===== src/rtl/custom_cnt_unit.sv =====
// Bit-counting coprocessor unit (CNTB / CLZ / CTZ), CHUNK bits per cycle.
// Latency: N = XLEN/CHUNK busy cycles after issue; result held until result_ready_i.
module custom_cnt_unit #(
    parameter int unsigned XLEN     = 32,
    parameter int unsigned CHUNK    = 8,
    parameter int unsigned ID_WIDTH = 4,
    parameter logic [6:0]  OPCODE   = 7'b0001011
) (
    input  logic                clk_i,
    input  logic                rst_ni,
    input  logic                issue_valid_i,
    output logic                issue_ready_o,
    output logic                issue_accept_o,
    input  logic [ID_WIDTH-1:0] issue_id_i,
    input  logic [6:0]          opcode_i,
    input  logic [2:0]          funct3_i,
    input  logic [XLEN-1:0]     rs1_i,
    input  logic                kill_i,
    output logic                result_valid_o,
    input  logic                result_ready_i,
    output logic [ID_WIDTH-1:0] result_id_o,
    output logic [XLEN-1:0]     result_data_o,
    output logic                busy_o
);

    localparam int unsigned N  = XLEN / CHUNK;
    localparam int unsigned KW = (N > 1) ? $clog2(N) : 1;
    localparam int unsigned CW = $clog2(CHUNK + 1);

    localparam logic [2:0] F3_CNTB = 3'b000;
    localparam logic [2:0] F3_CLZ  = 3'b001;
    localparam logic [2:0] F3_CTZ  = 3'b010;

    typedef enum logic [1:0] {IDLE, BUSY, DONE} state_e;

    state_e                state_q, state_d;
    logic [XLEN-1:0]       op_q;
    logic                  cnt_q;
    logic [ID_WIDTH-1:0]   id_q;
    logic [KW-1:0]         k_q;
    logic [XLEN-1:0]       acc_q, acc_d;
    logic                  found_q, found_d;
    logic [XLEN-1:0]       result_data_q;
    logic [ID_WIDTH-1:0]   result_id_q;

    logic                  hs_accept;
    logic                  last_chunk;
    logic [XLEN-1:0]       rs1_rev;
    logic [CHUNK-1:0]      chunk;
    logic [CW-1:0]         chunk_pop;
    logic [CW-1:0]         chunk_lz;
    logic                  lz_seen;

    assign issue_accept_o = (opcode_i == OPCODE) &&
                            (funct3_i == F3_CNTB || funct3_i == F3_CLZ || funct3_i == F3_CTZ);
    assign hs_accept      = issue_valid_i && issue_ready_o && issue_accept_o;
    assign last_chunk     = (k_q == KW'(N - 1));
    assign result_data_o  = result_data_q;
    assign result_id_o    = result_id_q;

    always_ff @(posedge clk_i or negedge rst_ni) begin
        if (!rst_ni) begin
            state_q <= IDLE;
        end else begin
            state_q <= state_d;
        end
    end

    always_comb begin
        state_d = state_q;
        case (state_q)
            IDLE: if (hs_accept) state_d = BUSY;
            BUSY: begin
                if (kill_i)          state_d = IDLE;
                else if (last_chunk) state_d = DONE;
            end
            DONE: if (kill_i || result_ready_i) state_d = IDLE;
            default: state_d = IDLE;
        endcase
    end

    always_comb begin
        issue_ready_o  = (state_q == IDLE);
        result_valid_o = (state_q == DONE);
        busy_o         = (state_q != IDLE);
    end

    // CTZ reuses the CLZ datapath on the bit-reversed operand.
    always_comb begin
        rs1_rev = '0;
        for (int i = 0; i < int'(XLEN); i++) begin
            rs1_rev[i] = rs1_i[XLEN-1-i];
        end
    end

    // CNTB walks chunks from the LSB end, CLZ/CTZ from the MSB end.
    assign chunk = cnt_q ? op_q[CHUNK-1:0] : op_q[XLEN-1 -: CHUNK];

    always_comb begin
        chunk_pop = '0;
        chunk_lz  = '0;
        lz_seen   = 1'b0;
        for (int i = CHUNK - 1; i >= 0; i--) begin
            chunk_pop = chunk_pop + CW'(chunk[i]);
            if (!lz_seen && !chunk[i]) begin
                chunk_lz = chunk_lz + CW'(1);
            end
            lz_seen = lz_seen | chunk[i];
        end
    end

    always_comb begin
        acc_d   = acc_q;
        found_d = found_q;
        if (cnt_q) begin
            acc_d = acc_q + XLEN'(chunk_pop);
        end else if (!found_q) begin
            acc_d   = acc_q + XLEN'(chunk_lz);
            found_d = |chunk;
        end
    end

    always_ff @(posedge clk_i or negedge rst_ni) begin
        if (!rst_ni) begin
            op_q          <= '0;
            cnt_q         <= 1'b0;
            id_q          <= '0;
            k_q           <= '0;
            acc_q         <= '0;
            found_q       <= 1'b0;
            result_data_q <= '0;
            result_id_q   <= '0;
        end else if (hs_accept) begin
            op_q    <= (funct3_i == F3_CTZ) ? rs1_rev : rs1_i;
            cnt_q   <= (funct3_i == F3_CNTB);
            id_q    <= issue_id_i;
            k_q     <= '0;
            acc_q   <= '0;
            found_q <= 1'b0;
        end else if (state_q == BUSY && !kill_i) begin
            k_q     <= k_q + KW'(1);
            op_q    <= cnt_q ? (op_q >> CHUNK) : (op_q << CHUNK);
            acc_q   <= acc_d;
            found_q <= found_d;
            if (last_chunk) begin
                result_data_q <= acc_d;
                result_id_q   <= id_q;
            end
        end
    end

endmodule


===== config.mk =====
export PLATFORM = sky130hd
export DESIGN_NAME = custom_cnt_unit
export DESIGN_NICKNAME = d
export VERILOG_FILES = /design/src/rtl/custom_cnt_unit.sv
export SDC_FILE = /design/constraint.sdc
export NUM_CORES = 1
export LEC_CHECK = 0
export ABC_AREA = 1
export BUFFER_PORTS_ARGS = -buffer_cell sky130_fd_sc_hd__clkbuf_2
export CAP_MARGIN = 10
export CORE_MARGIN = 8
export CORE_UTILIZATION = 50
export CTS_CLUSTER_SIZE = 30
export DETAILED_ROUTE_END_ITERATION = 16
export PLACE_DENSITY = 0.76
export SLEW_MARGIN = 25
export SYNTH_ARGS = -nofsm -noshare
export SYNTH_HDL_FRONTEND = slang
export SYNTH_SLANG_ARGS = --single-unit

===== constraint.sdc =====
create_clock -name clk_i -period 5.7 [get_ports clk_i]
set_input_delay 0.57 -clock clk_i [delete_from_list [all_inputs] [get_ports clk_i]]
set_output_delay 0.57 -clock clk_i [all_outputs]
set_load 0.02 [all_outputs]

==> results of run 1 <==
[worst max-delay path: stages, from the launching register on]
cell and delay, ns:
dfrtp_1 0.88, buf_4 0.31, nand2_2 0.07, o21ai_2 0.12
a21oi_1 0.17, ha_1 0.30, o21ai_0 0.24, nand2_1 0.11
and2_1 0.17, ha_1 0.29, nand2_1 0.10, nand2_1 0.06
ha_1 0.18, nand2_1 0.07, xor2_1 0.14, inv_1 0.06
ha_1 0.36, nand2_1 0.08, nor2_1 0.10, nand2_1 0.05
nand3_1 0.09, nand3_1 0.08, nand2_1 0.34, nand2_1 0.16
o21ai_0 0.19, nand2_1 0.09, nand2_1 0.06, nand2_1 0.06
[power groups by stage]
stage	registers [W]	clock network, W	logic, W
after global routing	0.000902	0.000655	0.000484
after CTS	0.000893	0.000629	0.000419
after global placement	0.000907	0	0.000405
after floorplan	0.000894	0	0.000309
final	0.000895	0.000624	0.000419
after detailed placement	0.000906	0	0.000416
[state kept, by name (all words and copies together), names as in the netlist]
register       flops
cnt_q              1
id_q               4
result_data_o     32
acc_q             32
found_q            1
op_q              32
k_q                2
result_id_o        4
state_q            2
[path summary, 6_finish.rpt]
check / to / depth (start not counted) / slack, ns / from
max in group asynchronous: result_data_o[26] / 2 / 4.28 / rst_ni
worst min-delay path: op_q[18] / 1 / 0.27 / rst_ni
worst max-delay path: result_data_o[19] / 27 / 0.67 / cnt_q
worst min register to register: result_id_o[2] / 2 / 0.47 / id_q[2]
worst max register to register: result_data_o[19] / 27 / 0.67 / cnt_q
min in group clk_i: state_q[1] / 2 / 0.37 / result_ready_i
[layout make-up]
cell class                      count  area share [%]
Inverter                          112            5.42
Sequential cell                   110            35.5
Multi-Input combinational cell    692            45.9
Tap cell                          180            2.90
Timing Repair Buffer               97            6.52
Clock inverter                      3           0.323
Clock buffer                       12            3.44
[through the flow]
step / worst slack [ns] / total power (W) / std cells
detailed placement: 0.717 / 0.00132 / 1191
floorplan: 1.54 / 0.00120 / 951
CTS: 0.697 / 0.00194 / 1206
global route: 0.180 / 0.00204 / 1206
global placement: 0.895 / 0.00131 / 1191
finish: 0.673 / 0.00194 / 1206
[metal layers]
layer	vias to the layer above	wire length [microns]
met1	2978	8690
met3	16	1370
li1	3235	-
met5	-	0
met4	0	278
met2	241	7590
[cells by family after synthesis]
kind of cell / after synthesis
buffers and inverters: 149
adder cells (fa/ha/maj): 22
flip-flops: 110
AND/OR/NAND/NOR: 509
XOR/XNOR: 16
AO/OA/AOI/OAI: 145
[synthesized netlist by cell type, drive strengths merged (3+ instances only)]
master / count / area share (%)
a22oi: 3 / 0.33
nand3: 73 / 5.4
or2: 3 / 0.27
nor2: 53 / 3.7
fa: 6 / 1.7
o311ai: 3 / 0.38
nor3: 8 / 0.65
clkbuf: 16 / 0.87
nand2: 349 / 20
ha: 16 / 2.9
o22ai: 4 / 0.36
a21oi: 16 / 1.2
buf: 21 / 1.8
o21ai: 77 / 6.0
xor2: 15 / 1.9
nor4: 3 / 0.36
o211ai: 29 / 3.1
nand4: 16 / 1.6
inv: 110 / 6.0
o221ai: 8 / 1.0
dfrtp: 110 / 40
==> flow_metrics.py, run 1 <==
metrics = {
    "critical_path": {
        "crit_path_end_kind": "flip-flop",
        "crit_path_max_fanout": 25,
        "worstSetupPathType": "reg -> reg",
        "crit_arrival_ns": 5.28,
        "critPathRequiredTime_ns": 5.95,
        "worst_setup_path_start_kind": "flip-flop",
    },
    "pwr": {
        "clkPwrFrac_pct": 32.2,
        "power_frac_comb_pct": 21.6,
        "internal-power_w": 0.00133,
        "pwr-share-seq_pct": 46.2,
        "power_switching_w": 0.000613,
        "leakage_nw": 4.08,
        "p_sw_share_pct": 31.6,
        "vdd_drop_max_mv": 0.130,
        "cellPowerDensity_nw_per_um2": 250,
    },
    "synth": {
        "synthFlopType": "dfrtp_1",
        "yosys_warnings": 0,
        "netlist_area_sq_um": 6920,
        "synth-compound-area-share_pct": 12.9,
        "syn_nets": 1024,
        "yosys.area_share.adder_pct": 4.63,
        "seq_area_frac_synth_pct": 39.8,
        "synth_xor_area_share_pct": 2.03,
        "ys_types": 48,
        "synth_cells": 951,
        "syn_area_per_cell_sq_um": 7.27,
        "async_flop_share_pct": 100,
        "synth.mux.area_fraction_pct": 0,
        "synth_top_family_by_area": "simple AND/OR/NAND/NOR gates",
        "synth-simple-area-share_pct": 31.9,
        "synth-edff-count": 0,
        "synth_seq_cells": 110,
    },
    "timing": {
        "tightestPinTransition_ns": 0.849,
        "rsz0062_at_grt": "no",
        "finalHoldViolCount": 0,
        "hold_slack_ns": 0.266,
        "layout_worst_path_cycle_share_pct": 88.2,
        "fin_crit_ns": 5.03,
        "tns_ns": 0,
        "slew_headroom_pct": 43.2,
        "clock.fmax_ghz": 0.199,
        "finClkSkew_ns": 0.00902,
        "finalSetupViolCount": 0,
        "slew_viol_final": 0,
    },
    "flow_run": {
        "maxCapViolCount": 0,
    },
    "grt": {
        "grt_first_pass_wirelength_mm": 29.9,
        "grt_use_met1_pct": 29.1,
        "grt_pass1_vias": 6121,
        "grt_antenna_before_repair": 0,
        "met2_usage_pct": 30.0,
        "grt-ovfl-total": 0,
        "use_met3_pct": 4.82,
        "grt_max_degree": 65,
        "gr-max-usage-layer": "met2",
        "grt_util_all_layers_pct": 20.4,
    },
    "clock_network": {
        "ctsResizeCount": 0,
        "ctsHoldBuffers": 0,
        "cts_buffers": 9,
        "path_clk_slew_ns": 0.07,
        "htree_levels": 3,
        "tritoncts": "done",
        "cts-root-buf": "clkbuf_16",
        "cts_setup_buffers": 0,
        "cts_sinks": 110,
        "clockBufferDepth": 2,
        "clk_latency_ns": 0.36,
    },
    "routing": {
        "vias": 6470,
        "drtAntennaViolNets": 0,
        "drc": 0,
        "drtIter0Drc": 583,
        "viasPerCell": 5.36,
        "drt-wirelength-per-cell_microns": 14.9,
        "dr.pass1.iters": 5,
        "wl_mm": 17.9,
    },
    "layout": {
        "num_antenna_cells": 0,
        "nets": 1095,
        "seq_area_sq_um": 2750,
        "multiInputGateArea_sq_um": 3560,
        "area.growth.synth_to_final_pct": 12.1,
        "mostFrequentLayoutCells": "nand2_1, dfrtp_1, inv_1, clkbuf_2, nand3_1",
        "drive_above_1_share_pct": 14.8,
        "final_util_pct": 56.5,
        "nFillCells": 1327,
        "final_cell_area_sq_um": 7760,
        "layout_commonest_cell": "nand2_1",
    },
    "floorplan": {
        "start_util_pct": 50.4,
        "num_rows": 43,
        "io_pins": 91,
        "die_x_microns": 134,
        "die_height_microns": 134,
        "coreArea_sq_um": 13700,
        "dieArea_sq_um": 17900,
    },
    "run_status": {
        "status": "finished clean",
    },
    "placement": {
        "placed_area_sq_um": 7470,
        "port-buffer-count": 90,
        "place.gp.congestion": 0.949,
        "dp_hpwl_mm": 13.1,
    },
    "min_path": {
        "hp-class": "in -> async",
    },
}
Note: power is estimated with default switching activity, not from simulation.
==> inputs of run 2 (changes only) <==
--- a/config.mk
+++ b/config.mk
@@ -10,6 +10,7 @@
 export CAP_MARGIN = 10
 export CORE_MARGIN = 8
 export CORE_UTILIZATION = 50
+export CTS_BUF_LIST = sky130_fd_sc_hd__clkbuf_2
 export CTS_CLUSTER_SIZE = 30
 export DETAILED_ROUTE_END_ITERATION = 16
 export PLACE_DENSITY = 0.76
==> run 2 against run 1 <==
  * Via count shrank 0.60%
  * Final area is 2.5% lower
  * Global-route usage fell by 0.090 points
  * Cell count is 0.17% higher
  * Highest routed layer unchanged
  * Sequential cell count did not move
  * Largest power group unchanged
  * Total power down 16%
  * Die area unchanged
  * Combinational power about the same
  * Critical path depth unchanged
  * Worst hold slack worse by 0.22 ns
  * Largest cell class unchanged
  * Count of clock-buffer cells in the layout shrank 3
  * Setup slack improved by 0.022 ns
==> flow_metrics.py, run 2 (synthesis gave the netlist of run 1 again) <==
metrics = {
    "timing": {
        "tightestPinTransition_ns": 0.857,
        "slew_headroom_pct": 42.6,
        "clock.fmax_ghz": 0.200,
        "slew_viol_final": 0,
        "finalSetupViolCount": 0,
        "hold_slack_ns": 0.0502,
        "rsz0062_at_grt": "no",
        "layout_worst_path_cycle_share_pct": 87.8,
        "finClkSkew_ns": 0.0293,
        "tns_ns": 0,
        "finalHoldViolCount": 0,
        "fin_crit_ns": 5.00,
    },
    "run_status": {
        "status": "finished clean",
    },
    "critical_path": {
        "path_buf_inv": 2,
        "critPathRequiredTime_ns": 6.28,
        "worstSetupPathType": "reg -> reg",
        "crit_path_max_fanout": 25,
        "path_delay_family": "simple AND/OR/NAND/NOR gates",
        "crit_path_end_kind": "flip-flop",
        "cpPeakStageDelay_ns": 0.93,
        "cpMostUsedCell": "nand2_1",
        "crit_path_top_delay_cell": "dfrtp_1",
        "worst_setup_path_start_kind": "flip-flop",
        "crit_arrival_ns": 5.59,
    },
    "pwr": {
        "leakage_nw": 4.00,
        "cellPowerDensity_nw_per_um2": 216,
        "vdd_drop_max_mv": 0.0866,
    },
    "grt": {
        "grt_max_degree": 65,
        "grt_util_all_layers_pct": 20.3,
        "grt_pass1_vias": 6072,
        "grt_antenna_before_repair": 1,
        "grt_first_pass_wirelength_mm": 29.8,
        "grt-ovfl-total": 0,
    },
    "layout": {
        "nets": 1096,
        "seq_area_sq_um": 2750,
        "mostFrequentLayoutCells": "nand2_1, dfrtp_1, inv_1, clkbuf_2, nand3_1",
        "layout_commonest_cell": "nand2_1",
        "area.growth.synth_to_final_pct": 9.28,
        "drive_above_1_share_pct": 14.5,
        "final_cell_area_sq_um": 7560,
        "multiInputGateArea_sq_um": 3560,
        "nFillCells": 1363,
    },
    "routing": {
        "viasPerCell": 5.32,
        "drc": 0,
        "drtAntennaViolNets": 0,
        "dr.pass1.iters": 5,
        "drt-wirelength-per-cell_microns": 14.7,
        "vias": 6431,
        "drtIter0Drc": 524,
        "wl_mm": 17.7,
    },
    "clock_network": {
        "cts-root-buf": "clkbuf_2",
        "cts_sinks": 110,
        "path_clk_slew_ns": 0.30,
        "htree_levels": 3,
        "ctsResizeCount": 0,
        "clk_latency_ns": 0.64,
        "cts_buffers": 9,
        "clockBufferDepth": 2,
        "tritoncts": "done",
    },
    "floorplan": {
        "num_rows": 43,
        "start_util_pct": 50.4,
        "dieArea_sq_um": 17900,
        "die_height_microns": 134,
        "die_x_microns": 134,
        "coreArea_sq_um": 13700,
        "io_pins": 91,
    },
    "flow_run": {
        "maxCapViolCount": 0,
    },
    "min_path": {
        "hp-class": "in -> reg",
    },
    "placement": {
        "port-buffer-count": 90,
        "place.gp.congestion": 0.949,
        "dp_hpwl_mm": 13.1,
        "placed_area_sq_um": 7470,
    },
}
==> run 2: power by group <==
part	total [W]	switching (W)	internal, W
clock	0.000318	0.000264	0.0000542
combinational	0.000418	0.000264	0.000155
sequential	0.000896	0.0000565	0.000840
total	0.00163	0.000584	0.00105
==> run 2: worst register-to-register path, cell delays in order (launching register included) <==
cell and delay, ns:
dfrtp_1 0.93, buf_4 0.31, nand2_2 0.07, o21ai_2 0.11
a21oi_1 0.17, ha_1 0.30, o21ai_0 0.24, nand2_1 0.11
and2_1 0.17, ha_1 0.29, nand2_1 0.09, nand2_1 0.06
ha_1 0.18, nand2_1 0.07, xor2_1 0.14, inv_1 0.06
ha_1 0.36, nand2_1 0.08, nor2_1 0.10, nand2_1 0.05
nand3_1 0.09, nand3_1 0.08, nand2_1 0.35, nand2_1 0.16
o21ai_0 0.19, nand2_1 0.09, nand2_1 0.06, nand2_1 0.06
==> run 2: path summary, 6_finish.rpt <==
path	startpoint	to	slack, ns	cells past startpoint
setup reg to reg	cnt_q	result_data_o[19]	0.70	27
setup / recovery	cnt_q	result_data_o[19]	0.70	27
hold / removal	result_ready_i	state_q[1]	0.05	2
min in group asynchronous	rst_ni	op_q[0]	0.48	2
max in group asynchronous	rst_ni	op_q[22]	4.09	3
hold reg to reg	id_q[2]	result_id_o[2]	0.50	2
==> run 2: area by class of cell <==
class	count	area share (%)
Clock inverter	6	0.480
Sequential cell	110	36.4
Clock buffer	9	0.596
Antenna cell	1	0.0331
Inverter	112	5.56
Tap cell	180	2.98
Timing Repair Buffer	98	6.82
Multi-Input combinational cell	692	47.1
==> run 2: routing by layer <==
layer  up-vias  routed length [microns]  GRT usage, %
met5         -                        0             0
met4         0                      316          6.86
met3        26                     1350          4.37
met2       239                     7420          29.5
met1      2933                     8640          29.4
li1       3233                        -             -
==> run 2: through the flow <==
step,instances,total power (W),utilization [%],setup slack (ns)
final,1208,0.00163,55.1,0.695
after global routing,1208,0.00174,55.1,0.185
after CTS,1207,0.00164,55.1,0.695
after detailed placement,1191,0.00132,54.4,0.717
after global placement,1191,0.00131,54.4,0.895
after floorplan,951,0.00120,-,1.54
==> run 2: timing repair <==
action,4_1_cts,5_1_grt
endpoints found under the hold margin,56,0
setup buffers,0,0
setup endpoints to repair,0,0
hold buffers,1,0
==> inputs of run 3 (changes only) <==
--- a/config.mk
+++ b/config.mk
@@ -5,7 +5,6 @@
 export SDC_FILE = /design/constraint.sdc
 export NUM_CORES = 1
 export LEC_CHECK = 0
-export ABC_AREA = 1
 export BUFFER_PORTS_ARGS = -buffer_cell sky130_fd_sc_hd__clkbuf_2
 export CAP_MARGIN = 10
 export CORE_MARGIN = 8
==> run 3 against run 2 <==
  * Total power fell by 3.2%
  * Core utilization is 0.76 points higher
  * Count of clock-buffer cells in the layout grew 1
  * Highest routed layer unchanged
  * Cell count shrank 18%
  * First-iteration DRC count shrank 34%
  * Global-route usage shrank 2.4 points
==> flow_metrics.py, run 3 <==
metrics = {
    "clock_network": {
        "clk_latency_ns": 0.65,
        "path_clk_slew_ns": 0.34,
        "clockBufferDepth": 2,
        "htree_levels": 3,
        "cts_buffers": 9,
        "cts-root-buf": "clkbuf_2",
        "tritoncts": "done",
        "ctsHoldBuffers": 1,
        "cts_sinks": 110,
        "cts_setup_buffers": 0,
        "ctsResizeCount": 0,
    },
    "synth": {
        "synth_common_cells": "nand2_1, dfrtp_1, a31oi_1",
        "netlist_area_sq_um": 6720,
        "synth-edff-count": 0,
        "syn_nets": 826,
        "synthFlopType": "dfrtp_1",
        "seq_area_frac_synth_pct": 41.0,
        "yosys-top-cells-area": "dfrtp_1, nand2_1, a31oi_1",
        "synth_seq_cells": 110,
        "ys_types": 56,
        "synth_top_area_share_pct": 41.0,
        "synth_cells": 753,
        "synth_most_common_cell": "nand2_1",
        "yosys.area.top_type": "dfrtp_1",
        "syn_area_per_cell_sq_um": 8.92,
        "async_flop_share_pct": 100,
        "yosys_warnings": 0,
    },
    "routing": {
        "route.met3.wl_microns": 841,
        "viasPerCell": 5.77,
        "routed.top_layer": "met4",
        "vias": 5709,
        "drtAntennaViolNets": 0,
        "wl_met2_mm": 6.95,
        "drc": 0,
        "drt-wirelength-per-cell_microns": 15.6,
        "drtIter0Drc": 344,
        "wl_mm": 15.4,
        "wl_met1_mm": 7.37,
        "dr.pass1.iters": 6,
    },
    "layout": {
        "final_util_pct": 55.9,
        "layout_commonest_cell": "nand2_1",
        "nFillCells": 1247,
        "drive_above_1_share_pct": 18.2,
        "mostFrequentLayoutCells": "nand2_1, dfrtp_1, clkbuf_2, a31oi_1, nor2_1",
        "nets": 880,
        "area.growth.synth_to_final_pct": 9.66,
    },
    "timing": {
        "layout_worst_path_cycle_share_pct": 90.0,
        "finalSetupViolCount": 0,
        "finalHoldViolCount": 0,
        "tns_ns": 0,
        "fin_ws_ns": 0.571,
        "slew_headroom_pct": 36.9,
        "rsz0062_at_grt": "no",
        "slew_viol_final": 0,
        "clock.fmax_ghz": 0.195,
        "tightestPinTransition_ns": 0.943,
        "fin_crit_ns": 5.13,
        "finClkSkew_ns": 0.0406,
    },
    "run_status": {
        "status": "finished clean",
    },
    "grt": {
        "grt-ovfl-total": 0,
        "grt_pass1_vias": 5405,
        "grt_max_degree": 76,
        "grt_util_all_layers_pct": 18.0,
        "grt_first_pass_wirelength_mm": 26.4,
        "grt_antenna_before_repair": 1,
    },
    "pwr": {
        "vdd_drop_max_mv": 0.151,
        "cellPowerDensity_nw_per_um2": 215,
        "leakage_nw": 3.39,
    },
    "floorplan": {
        "io_pins": 91,
        "coreArea_sq_um": 13200,
        "start_util_pct": 50.9,
        "die_x_microns": 132,
        "num_rows": 42,
        "die_height_microns": 132,
        "dieArea_sq_um": 17400,
    },
    "min_path": {
        "whs_endpoint": "id_q[3]",
        "hold_depth": 2,
        "hp-class": "in -> reg",
        "min-delay-start": "issue_id_i[3]",
    },
    "critical_path": {
        "path_buf_inv": 2,
        "path_delay_family": "compound AO/OA/AOI/OAI gates",
        "r2r_slack_ns": 0.57,
        "crit_path_max_fanout": 20,
        "crit_arrival_ns": 5.75,
        "worstSetupPathType": "reg -> reg",
        "timing.rr.start": "cnt_q",
        "cpPeakStageDelay_ns": 0.51,
        "crit_path_end_kind": "flip-flop",
        "critPathRequiredTime_ns": 6.32,
        "crit_path_top_delay_cell": "dfrtp_2",
        "reg2reg_depth": 20,
        "crit_chain": "buf_4 -> nor3b_1 -> o22ai_1 -> nand2_1 -> inv_1 -> ha_1 -> nand2_1 -> o21ai_0 -> mux2_2 -> a21oi_1 -> ha_1 -> a211oi_1 -> a31o_1 -> ha_1 -> nand2b_1 -> a2111oi_4 -> o211a_1 -> nand4_1 -> or3_1 -> o21ai_1",
        "worst_setup_path_start_kind": "flip-flop",
        "cpMostUsedCell": "ha_1",
        "r2r-end": "acc_q[26]",
    },
    "placement": {
        "dp_hpwl_mm": 11.1,
        "place.gp.congestion": 0.847,
        "port-buffer-count": 90,
        "place_worst_setup_slack_ns": 0.578,
    },
    "flow_run": {
        "maxCapViolCount": 0,
    },
}
==> run 3: cell types whose count changed in the layout (fill, tap and decap cells not counted), sizes merged, moves of 11 or more <==
cell / delta
nand2: -213
o21ai: -21
nand3: -56
mux2: +14
o211ai: -28
and3: +17
a211oi: +36
a31oi: +54
xnor2: +11
inv: -94
mux2i: +25
==> run 3: worst register-to-register path: cells and delay by family (launching register included) <==
family          cells  cell delay, ns
simple gates        6            1.14
flops               1            0.51
mux                 1            0.27
compound gates      8            2.06
fa+ha+maj           3            0.82
buf+inv             2            0.32
==> run 3: per-layer routing <==
metal,vias up,global-route usage (%)
li1,2829,-
met1,2715,24.5
met2,143,27.2
met3,22,4.27
met4,0,6.64
met5,-,0
==> run 3: worst max path at each step <==
stage,from,endpoint,slack [ns],depth (start not counted)
final,cnt_q,acc_q[26],0.57,20
after global routing,cnt_q,acc_q[26],0.19,21
after CTS,cnt_q,acc_q[26],0.58,20
after detailed placement,cnt_q,acc_q[26],0.58,20
after global placement,cnt_q,acc_q[26],0.81,20
after floorplan,cnt_q,result_data_o[6],0.50,19
==> run 3: cell families (layout without fill, tap and decap cells) <==
kind of cell | count (synthesis) | after routing | share of synthesized area, %
other cells | 0 | 1 | 0
buf+inv | 71 | 130 | 4.30
flops | 110 | 110 | 41.0
compound gates | 205 | 205 | 19.9
fa+ha+maj | 22 | 22 | 4.77
xor+xnor | 34 | 34 | 4.43
mux | 39 | 39 | 6.07
simple gates | 272 | 272 | 19.5
==> run 3: area by class of cell <==
| class | instances | area (sq um) | area share (%) |
|---|---|---|---|
| sequential | 110 | 2750 | 37.4 |
| inverter | 15 | 56.3 | 0.764 |
| clock buffer | 10 | 50.0 | 0.679 |
| tap | 176 | 220 | 2.99 |
| clock inverter | 6 | 63.8 | 0.866 |
| multi-input combinational | 572 | 3700 | 50.2 |
| antenna | 1 | 2.50 | 0.0340 |
| timing repair buffer | 99 | 523 | 7.10 |
==> run 3: power by group <==
part	internal, W	switching, W
clock	0.0000727	0.000291
combinational	0.000168	0.000218
sequential	0.000806	0.0000253
total	0.00105	0.000534
==> run 3: metrics by stage <==
step / hold WS, ns / cell area, sq um / std cells / power (W)
global route: 0.0712 / 7370 / 989 / 0.00168
detailed placement: 0.472 / 7230 / 971 / 0.00123
global placement: 0.459 / 7230 / 971 / 0.00122
finish: 0.120 / 7370 / 989 / 0.00158
floorplan: 0.274 / 6720 / 753 / 0.00112
CTS: 0.0720 / 7360 / 988 / 0.00159
